### config.mk
export PLATFORM = sky130hd
export DESIGN_NAME = word_delivery_flat
export DESIGN_NICKNAME = d
export VERILOG_FILES = /design/src/rtl/word_delivery_if.sv /design/src/rtl/word_delivery.sv /design/src/flat_wrapper.sv
export SDC_FILE = /design/constraint.sdc
export NUM_CORES = 1
export LEC_CHECK = 0
export ABC_AREA = 1
export ABC_CLOCK_PERIOD_IN_PS = 2300
export CAP_MARGIN = 20
export CELL_PAD_IN_SITES_DETAIL_PLACEMENT = 1
export CELL_PAD_IN_SITES_GLOBAL_PLACEMENT = 1
export CORE_ASPECT_RATIO = 1.1
export CORE_UTILIZATION = 40
export CTS_CLUSTER_SIZE = 30
export DETAILED_ROUTE_END_ITERATION = 6
export PLACE_DENSITY = 0.85
export SKIP_LAST_GASP = 1
export SLEW_MARGIN = 5
export SYNTH_ARGS = -nofsm -noshare
export SYNTH_HDL_FRONTEND = slang
export SYNTH_SLANG_ARGS = --single-unit
### constraint.sdc
create_clock -name clk -period 2.3 [get_ports clk]
set_input_delay 0.23 -clock clk [delete_from_list [all_inputs] [get_ports clk]]
set_output_delay 0.23 -clock clk [all_outputs]
set_load 0.05 [all_outputs]
### src/rtl/word_delivery_if.sv
// Bundle between the keystroke matcher (master) and the word supplier (slave).
interface word_delivery_if;
    logic        wordComplete;
    logic [19:0] currentWord;
    logic [19:0] nextWord;

    modport master (output wordComplete, input currentWord, input nextWord);
    modport slave  (input wordComplete, output currentWord, output nextWord);
endinterface

### src/rtl/word_delivery.sv
// Current/preview word supplier: promotes the preview on each rising wordComplete, draws a new one via LFSR-indexed ROM.
// Optional WORD_DELIVERY_NOREPEAT_EN: bumps the drawn index by one when it equals the index just promoted.
module word_delivery (
    input  logic              clk,
    input  logic              reset,
    word_delivery_if.slave    bus
);
    logic [19:0] cur_word_q, cur_word_d;
    logic [19:0] next_word_q, next_word_d;
    logic [4:0]  next_idx_q, next_idx_d;
    logic [7:0]  lfsr_q, lfsr_d;
    logic        wc_q, wc_d;

    logic        advance;
    logic [7:0]  lfsr_step;
    logic [4:0]  cand;
    logic [4:0]  idx;

    // Packed as four 5-bit letters, first letter in the MSBs (A=1 .. Z=26).
    function automatic logic [19:0] rom_word(input logic [4:0] i);
        case (i)
            5'd0:    rom_word = {5'd3,  5'd15, 5'd4,  5'd5};   // CODE
            5'd1:    rom_word = {5'd23, 5'd15, 5'd18, 5'd4};   // WORD
            5'd2:    rom_word = {5'd7,  5'd1,  5'd20, 5'd5};   // GATE
            5'd3:    rom_word = {5'd6,  5'd16, 5'd7,  5'd1};   // FPGA
            5'd4:    rom_word = {5'd23, 5'd9,  5'd18, 5'd5};   // WIRE
            5'd5:    rom_word = {5'd2,  5'd25, 5'd20, 5'd5};   // BYTE
            5'd6:    rom_word = {5'd3,  5'd15, 5'd18, 5'd5};   // CORE
            5'd7:    rom_word = {5'd12, 5'd15, 5'd15, 5'd16};  // LOOP
            5'd8:    rom_word = {5'd14, 5'd1,  5'd14, 5'd4};   // NAND
            5'd9:    rom_word = {5'd2,  5'd9,  5'd20, 5'd19};  // BITS
            5'd10:   rom_word = {5'd2,  5'd21, 5'd19, 5'd25};  // BUSY
            5'd11:   rom_word = {5'd3,  5'd8,  5'd9,  5'd16};  // CHIP
            5'd12:   rom_word = {5'd4,  5'd1,  5'd20, 5'd1};   // DATA
            5'd13:   rom_word = {5'd5,  5'd4,  5'd7,  5'd5};   // EDGE
            5'd14:   rom_word = {5'd6,  5'd12, 5'd15, 5'd16};  // FLOP
            5'd15:   rom_word = {5'd8,  5'd1,  5'd12, 5'd20};  // HALT
            5'd16:   rom_word = {5'd10, 5'd21, 5'd13, 5'd16};  // JUMP
            5'd17:   rom_word = {5'd11, 5'd5,  5'd25, 5'd19};  // KEYS
            5'd18:   rom_word = {5'd12, 5'd15, 5'd1,  5'd4};   // LOAD
            5'd19:   rom_word = {5'd13, 5'd1,  5'd19, 5'd11};  // MASK
            5'd20:   rom_word = {5'd14, 5'd15, 5'd4,  5'd5};   // NODE
            5'd21:   rom_word = {5'd15, 5'd16, 5'd5,  5'd14};  // OPEN
            5'd22:   rom_word = {5'd16, 5'd15, 5'd18, 5'd20};  // PORT
            5'd23:   rom_word = {5'd18, 5'd5,  5'd1,  5'd4};   // READ
            5'd24:   rom_word = {5'd19, 5'd25, 5'd14, 5'd3};   // SYNC
            5'd25:   rom_word = {5'd20, 5'd1,  5'd19, 5'd11};  // TASK
            5'd26:   rom_word = {5'd21, 5'd14, 5'd9,  5'd20};  // UNIT
            5'd27:   rom_word = {5'd22, 5'd15, 5'd12, 5'd20};  // VOLT
            5'd28:   rom_word = {5'd24, 5'd15, 5'd18, 5'd19};  // XORS
            5'd29:   rom_word = {5'd26, 5'd5,  5'd18, 5'd15};  // ZERO
            5'd30:   rom_word = {5'd17, 5'd21, 5'd9,  5'd20};  // QUIT
            default: rom_word = {5'd19, 5'd12, 5'd15, 5'd23};  // SLOW
        endcase
    endfunction

    always_comb begin
        advance   = bus.wordComplete & ~wc_q;
        lfsr_step = {lfsr_q[6:0], lfsr_q[7] ^ lfsr_q[5] ^ lfsr_q[4] ^ lfsr_q[3]};
        cand      = lfsr_step[4:0];
`ifdef WORD_DELIVERY_NOREPEAT_EN
        idx       = (cand == next_idx_q) ? cand + 5'd1 : cand;
`else
        idx       = cand;
`endif
        cur_word_d  = cur_word_q;
        next_word_d = next_word_q;
        next_idx_d  = next_idx_q;
        lfsr_d      = lfsr_q;
        wc_d        = bus.wordComplete;
        if (advance) begin
            cur_word_d  = next_word_q;
            next_word_d = rom_word(idx);
            next_idx_d  = idx;
            lfsr_d      = lfsr_step;
        end
    end

    always_ff @(posedge clk or posedge reset) begin
        if (reset) begin
            cur_word_q  <= rom_word(5'd0);
            next_word_q <= rom_word(5'd1);
            next_idx_q  <= 5'd1;
            lfsr_q      <= 8'h01;
            wc_q        <= 1'b0;
        end else begin
            cur_word_q  <= cur_word_d;
            next_word_q <= next_word_d;
            next_idx_q  <= next_idx_d;
            lfsr_q      <= lfsr_d;
            wc_q        <= wc_d;
        end
    end

    assign bus.currentWord = cur_word_q;
    assign bus.nextWord    = next_word_q;
endmodule

### src/flat_wrapper.sv
// flat-port wrapper written by rule: the top's interface ports become plain ports
module word_delivery_flat 
  (clk, reset, bus_wordComplete, bus_currentWord, bus_nextWord);
  word_delivery_if bus_i ();
  input  logic clk;
  input  logic reset;
  input wire logic [$bits(bus_i.wordComplete)-1:0] bus_wordComplete;
  output wire logic [$bits(bus_i.currentWord)-1:0] bus_currentWord;
  output wire logic [$bits(bus_i.nextWord)-1:0] bus_nextWord;
  assign bus_i.wordComplete = bus_wordComplete;
  assign bus_currentWord = bus_i.currentWord;
  assign bus_nextWord = bus_i.nextWord;
  word_delivery u_core (.clk(clk), .reset(reset), .bus(bus_i));
endmodule
==> out/metrics.sh <==
LAYOUT_WORST_PATH_CYCLE_SHARE_PCT=91.9
SYN_AREA_UM2=2850
START_KIND='flop'
POWER-PER-CELL-AREA_nW_PER_UM2=1650
FMAXACHIEVABLE_GHz=0.473
SYNTH_FP_NETS=388
CRITICAL_PATH_DEPTH=13
HOLD_PATH.CLASS='input port to async pin'
WORSTPATHCELLLIST='inv_1 -> nand2_1 -> nand2_1 -> nand2_4 -> nand2_8 -> inv_1 -> ha_1 -> a21oi_1 -> nand2_1 -> nand3_1 -> nand2_1 -> nand2_1 -> nand2_1'
CP_DATA_ARRIVAL_TIME_NS=2.31
DIEHEIGHT_UM=90.6
WORST_HOLD_SLACK_NS=0.281
RUN_STATUS='complete, no violations'
CAP_VIOLATIONS=0
POWER.LEAKAGE_uW=0.00164
VIA_COUNT=2656
INITIAL_CORE_UTIL_PCT=42.3
NUMBER_OF_BUFFERS_AND_INVERTERS_ON_THE_CRITICAL_PATH=2
TIMING.SLEW.HEADROOM_PCT=54.4
AREA_GROWTH_SYN_TO_LAYOUT_PCT=22.1
SHARE_OF_CELLS_ABOVE_DRIVE_STRENGTH_1_PCT=16.1
ROW_CNT=31
DIE-AREA_UM2=7480
PLACEABLECOREAREA_UM2=6750
SYNTH.AVG_CELL_AREA_UM2=7.63
CTS.REPAIR_TIMING.SETUP_BUFFER_COUNT=0
R2R_CELLS=13
TRITONCTS.NUM_BUFFERS=5
TIMING.CLOCK.SKEW_NS=0.0116
SETUP_REPAIR_AFTER_GLOBAL_ROUTING_MISSED_ITS_MARGIN='false'
CTS-ROOT-TO-SINK-BUFFERS=2
GRT_PASS1_VIAS=2802
INITIALDRTVIOLATIONCOUNT=159
PIN_COUNT_OF_THE_BIGGEST_NET_ENTERING_GLOBAL_ROUTING=50
R2R-END='u_core.bus.nextWord[7]$_DFFE_PP0P_'
HIGHEST_FANOUT_SEEN_ON_THE_CRITICAL_PATH=11
DRT-WIRELENGTH-PER-CELL_UM=17.0
STARTPOINT_OF_THE_MOST_CRITICAL_REGISTER_TO_REGISTER_PATH='u_core.lfsr_q[3]$_DFFE_PP0P_'
GPL.FINAL_WEIGHTED_CONGESTION=0.903
WORSTSETUPSTARTPOINT='u_core.lfsr_q[3]$_DFFE_PP0P_'
MAX_SLEW.WORST_PIN.SLEW_NS=0.683
FIRSTDRTPASSITERS=4
CRITICAL-PATH-TOP-DELAY-FAMILY='simple AND/OR/NAND/NOR gates'
TNS_NS=0
SEQ_AREA_FRAC_SYNTH_PCT=43.9
R2R_SLACK_NS=0.19
WORST-SETUP-PATH-TYPE='flop to flop'
TRITONCTS_NUM_SINKS=49
CLK_ROOT_BUFFER_CELL='sky130_fd_sc_hd__clkbuf_8'
CTS_TREE='built'
GRT_ANTENNA_BEFORE_REPAIR=0
CTS.CLK_SLEW.WORST_PATHS_NS=0.10
CHIPWIDTH_UM=82.5
POST_DRT_VIA_CELL_RATIO=5.33
NFILLCELLS=846
PATH_COMMON_CELL='sky130_fd_sc_hd__nand2_1'
IOPINCOUNT=43
WORSTPATHREQUIRED_NS=2.50
FINALSETUPVIOLCOUNT=0
GR-USAGE-ALL-LAYERS_PCT=24.9
GRT_FIRST_PASS_WIRELENGTH_MM=14.2
DRC=0
HOLD_VIOL=0
SYNTH.LIB_CELLS_USED.DISTINCT=32
CTS-HTREE-LEVELS=2
NETS=429
PORT_BUFFERS=42
WORST_PATH_MAX_STAGE_DELAY_NS=0.44
CTS_HOLD_BUF=0
WORST_SKEW_PAIR.LATE_LATENCY_NS=0.31
TOTALWIRELENGTH_MM=8.46
VDD_DROP_MAX_V=0.000765
CRIT_PATH_TOP_DELAY_CELL='sky130_fd_sc_hd__dfrtp_1'
ANT_NETS=0
FINALMAXSLEWVIOLATIONS=0
SYN-INSTANCE-COUNT=374
ANTENNA_CELLS_INSERTED=0
SYNTH-WARNING-COUNT=0
PLACE.DETAILED.HPWL_MM=6.30
WORSTSETUPENDPOINTTYPE='flop'
PERIOD_NEEDED_NS=2.11
SYNTH-SEQ-CELLS=49
GR-TOTAL-OVERFLOW=0
[synth_stat cells (all sizes together)]
library cell,count,area share [%]
a211oi,2,0.53
a21boi,1,0.26
a21oi,14,2.6
a22oi,2,0.53
a31oi,1,0.22
buf,10,2.2
clkbuf,9,1.2
clkinv,1,0.13
dfrtp,28,25
dfstp,21,19
ha,11,4.8
inv,25,3.3
nand2,149,22
nand3,37,6.8
nand4,1,0.22
nor2,22,3.6
nor3,1,0.18
nor4,1,0.22
o211ai,5,1.3
o21a,2,0.53
o21ai,30,5.3
o31ai,1,0.26
[per-layer routing]
layer / track usage (%) / wire length, µm
met5: 0 / 0
met4: 4.31 / 61
met3: 2.73 / 216
met2: 43.7 / 4340
met1: 32.7 / 3840
[repair_timing]
action	CTS	global route
gates resized for setup	0	1
hold endpoints to repair	0	0
endpoints found under the setup margin	0	1
[registers in the layout, indices dropped and copies added (netlist names)]
register	flops
u_core.bus.nextWord	20
u_core.wc_q	1
u_core.lfsr_q	8
u_core.bus.currentWord	20
[logic make-up after synthesis]
| kind of cell | Yosys count | synth area share, % |
|---|---|---|
| and+or+nand+nor | 211 | 33.0 |
| AOI/OAI and AO/OA | 58 | 11.5 |
| DFF | 49 | 43.9 |
| buffers and inverters | 45 | 6.80 |
| adders and majority gates | 11 | 4.82 |
[worst reg2reg max path: cells and delay by family, from the launching register on]
family | cells | cell delay [ns]
simple gates | 9 | 0.76
flops | 1 | 0.44
fa+ha+maj | 1 | 0.37
compound gates | 1 | 0.25
buf+inv | 2 | 0.21
[final cells by class]
cell class	instances	area [µm²]	share of cell area (%)
well taps	82	103	2.94
flip-flops and latches	49	1250	35.9
multi-input cells	280	1410	40.5
repair buffers	53	515	14.8
inverters	26	97.6	2.80
clock buffers	6	72.6	2.08
clock inverters	2	35.0	1.01
[worst max path at each step]
stage,endpoint,slack [ns]
after floorplan,u_core.bus.nextWord[7]$_DFFE_PP0P_,0.44
after global placement,u_core.bus.nextWord[14]$_DFFE_PP0P_,0.25
after detailed placement,u_core.bus.nextWord[14]$_DFFE_PP0P_,0.19
after CTS,u_core.bus.nextWord[14]$_DFFE_PP0P_,0.15
after global routing,u_core.bus.nextWord[17]$_DFFE_PP1P_,0.01
final,u_core.bus.nextWord[7]$_DFFE_PP0P_,0.19
[layout by cell type, fill, tap and decap left out]
cell / count
sky130_fd_sc_hd__nand4_1: 1
sky130_fd_sc_hd__nor4_1: 1
sky130_fd_sc_hd__bufinv_16: 1
sky130_fd_sc_hd__a22oi_1: 2
sky130_fd_sc_hd__o211ai_1: 5
sky130_fd_sc_hd__o21ai_0: 24
sky130_fd_sc_hd__clkinv_2: 1
sky130_fd_sc_hd__a21oi_2: 1
sky130_fd_sc_hd__o21ai_1: 6
sky130_fd_sc_hd__buf_4: 10
sky130_fd_sc_hd__nor2_1: 17
sky130_fd_sc_hd__nand2_8: 2
sky130_fd_sc_hd__a21boi_0: 1
sky130_fd_sc_hd__dfrtp_1: 28
sky130_fd_sc_hd__buf_12: 1
sky130_fd_sc_hd__ha_1: 11
sky130_fd_sc_hd__a211oi_1: 2
sky130_fd_sc_hd__a31oi_1: 1
sky130_fd_sc_hd__nand2_1: 139
sky130_fd_sc_hd__o21a_1: 2
sky130_fd_sc_hd__inv_1: 15
sky130_fd_sc_hd__nand2_4: 3
sky130_fd_sc_hd__nor2_4: 2
sky130_fd_sc_hd__nand3_2: 2
sky130_fd_sc_hd__nand2_2: 5
sky130_fd_sc_hd__nand3_1: 35
sky130_fd_sc_hd__clkinv_1: 1
sky130_fd_sc_hd__nor3_1: 1
sky130_fd_sc_hd__clkdlybuf4s50_1: 42
sky130_fd_sc_hd__a21oi_1: 13
sky130_fd_sc_hd__clkbuf_1: 1
sky130_fd_sc_hd__inv_2: 10
sky130_fd_sc_hd__clkbuf_8: 5
sky130_fd_sc_hd__o31ai_1: 1
sky130_fd_sc_hd__dfstp_2: 21
sky130_fd_sc_hd__nor2_2: 3
[metrics by stage]
stage / setup slack, ns / utilization [%] / power [µW] / area (µm²) / std cells
after global routing: 0.0132 / 51.7 / 6150 / 3490 / 498
after detailed placement: 0.187 / 50.0 / 5140 / 3380 / 490
after floorplan: 0.443 / - / 4030 / 2850 / 374
after CTS: 0.151 / 51.6 / 5780 / 3480 / 498
final: 0.187 / 51.7 / 5750 / 3490 / 498
after global placement: 0.247 / 50.0 / 5060 / 3380 / 490
[power by group]
group          switching, µW  internal [µW]  total, µW  leakage, µW
combinational           2500           1100       3600      0.00101
sequential               230           1300       1530     0.000584
clock                    299            323        622    0.0000552
No activity file was read; power rests on OpenSTA's default activity.
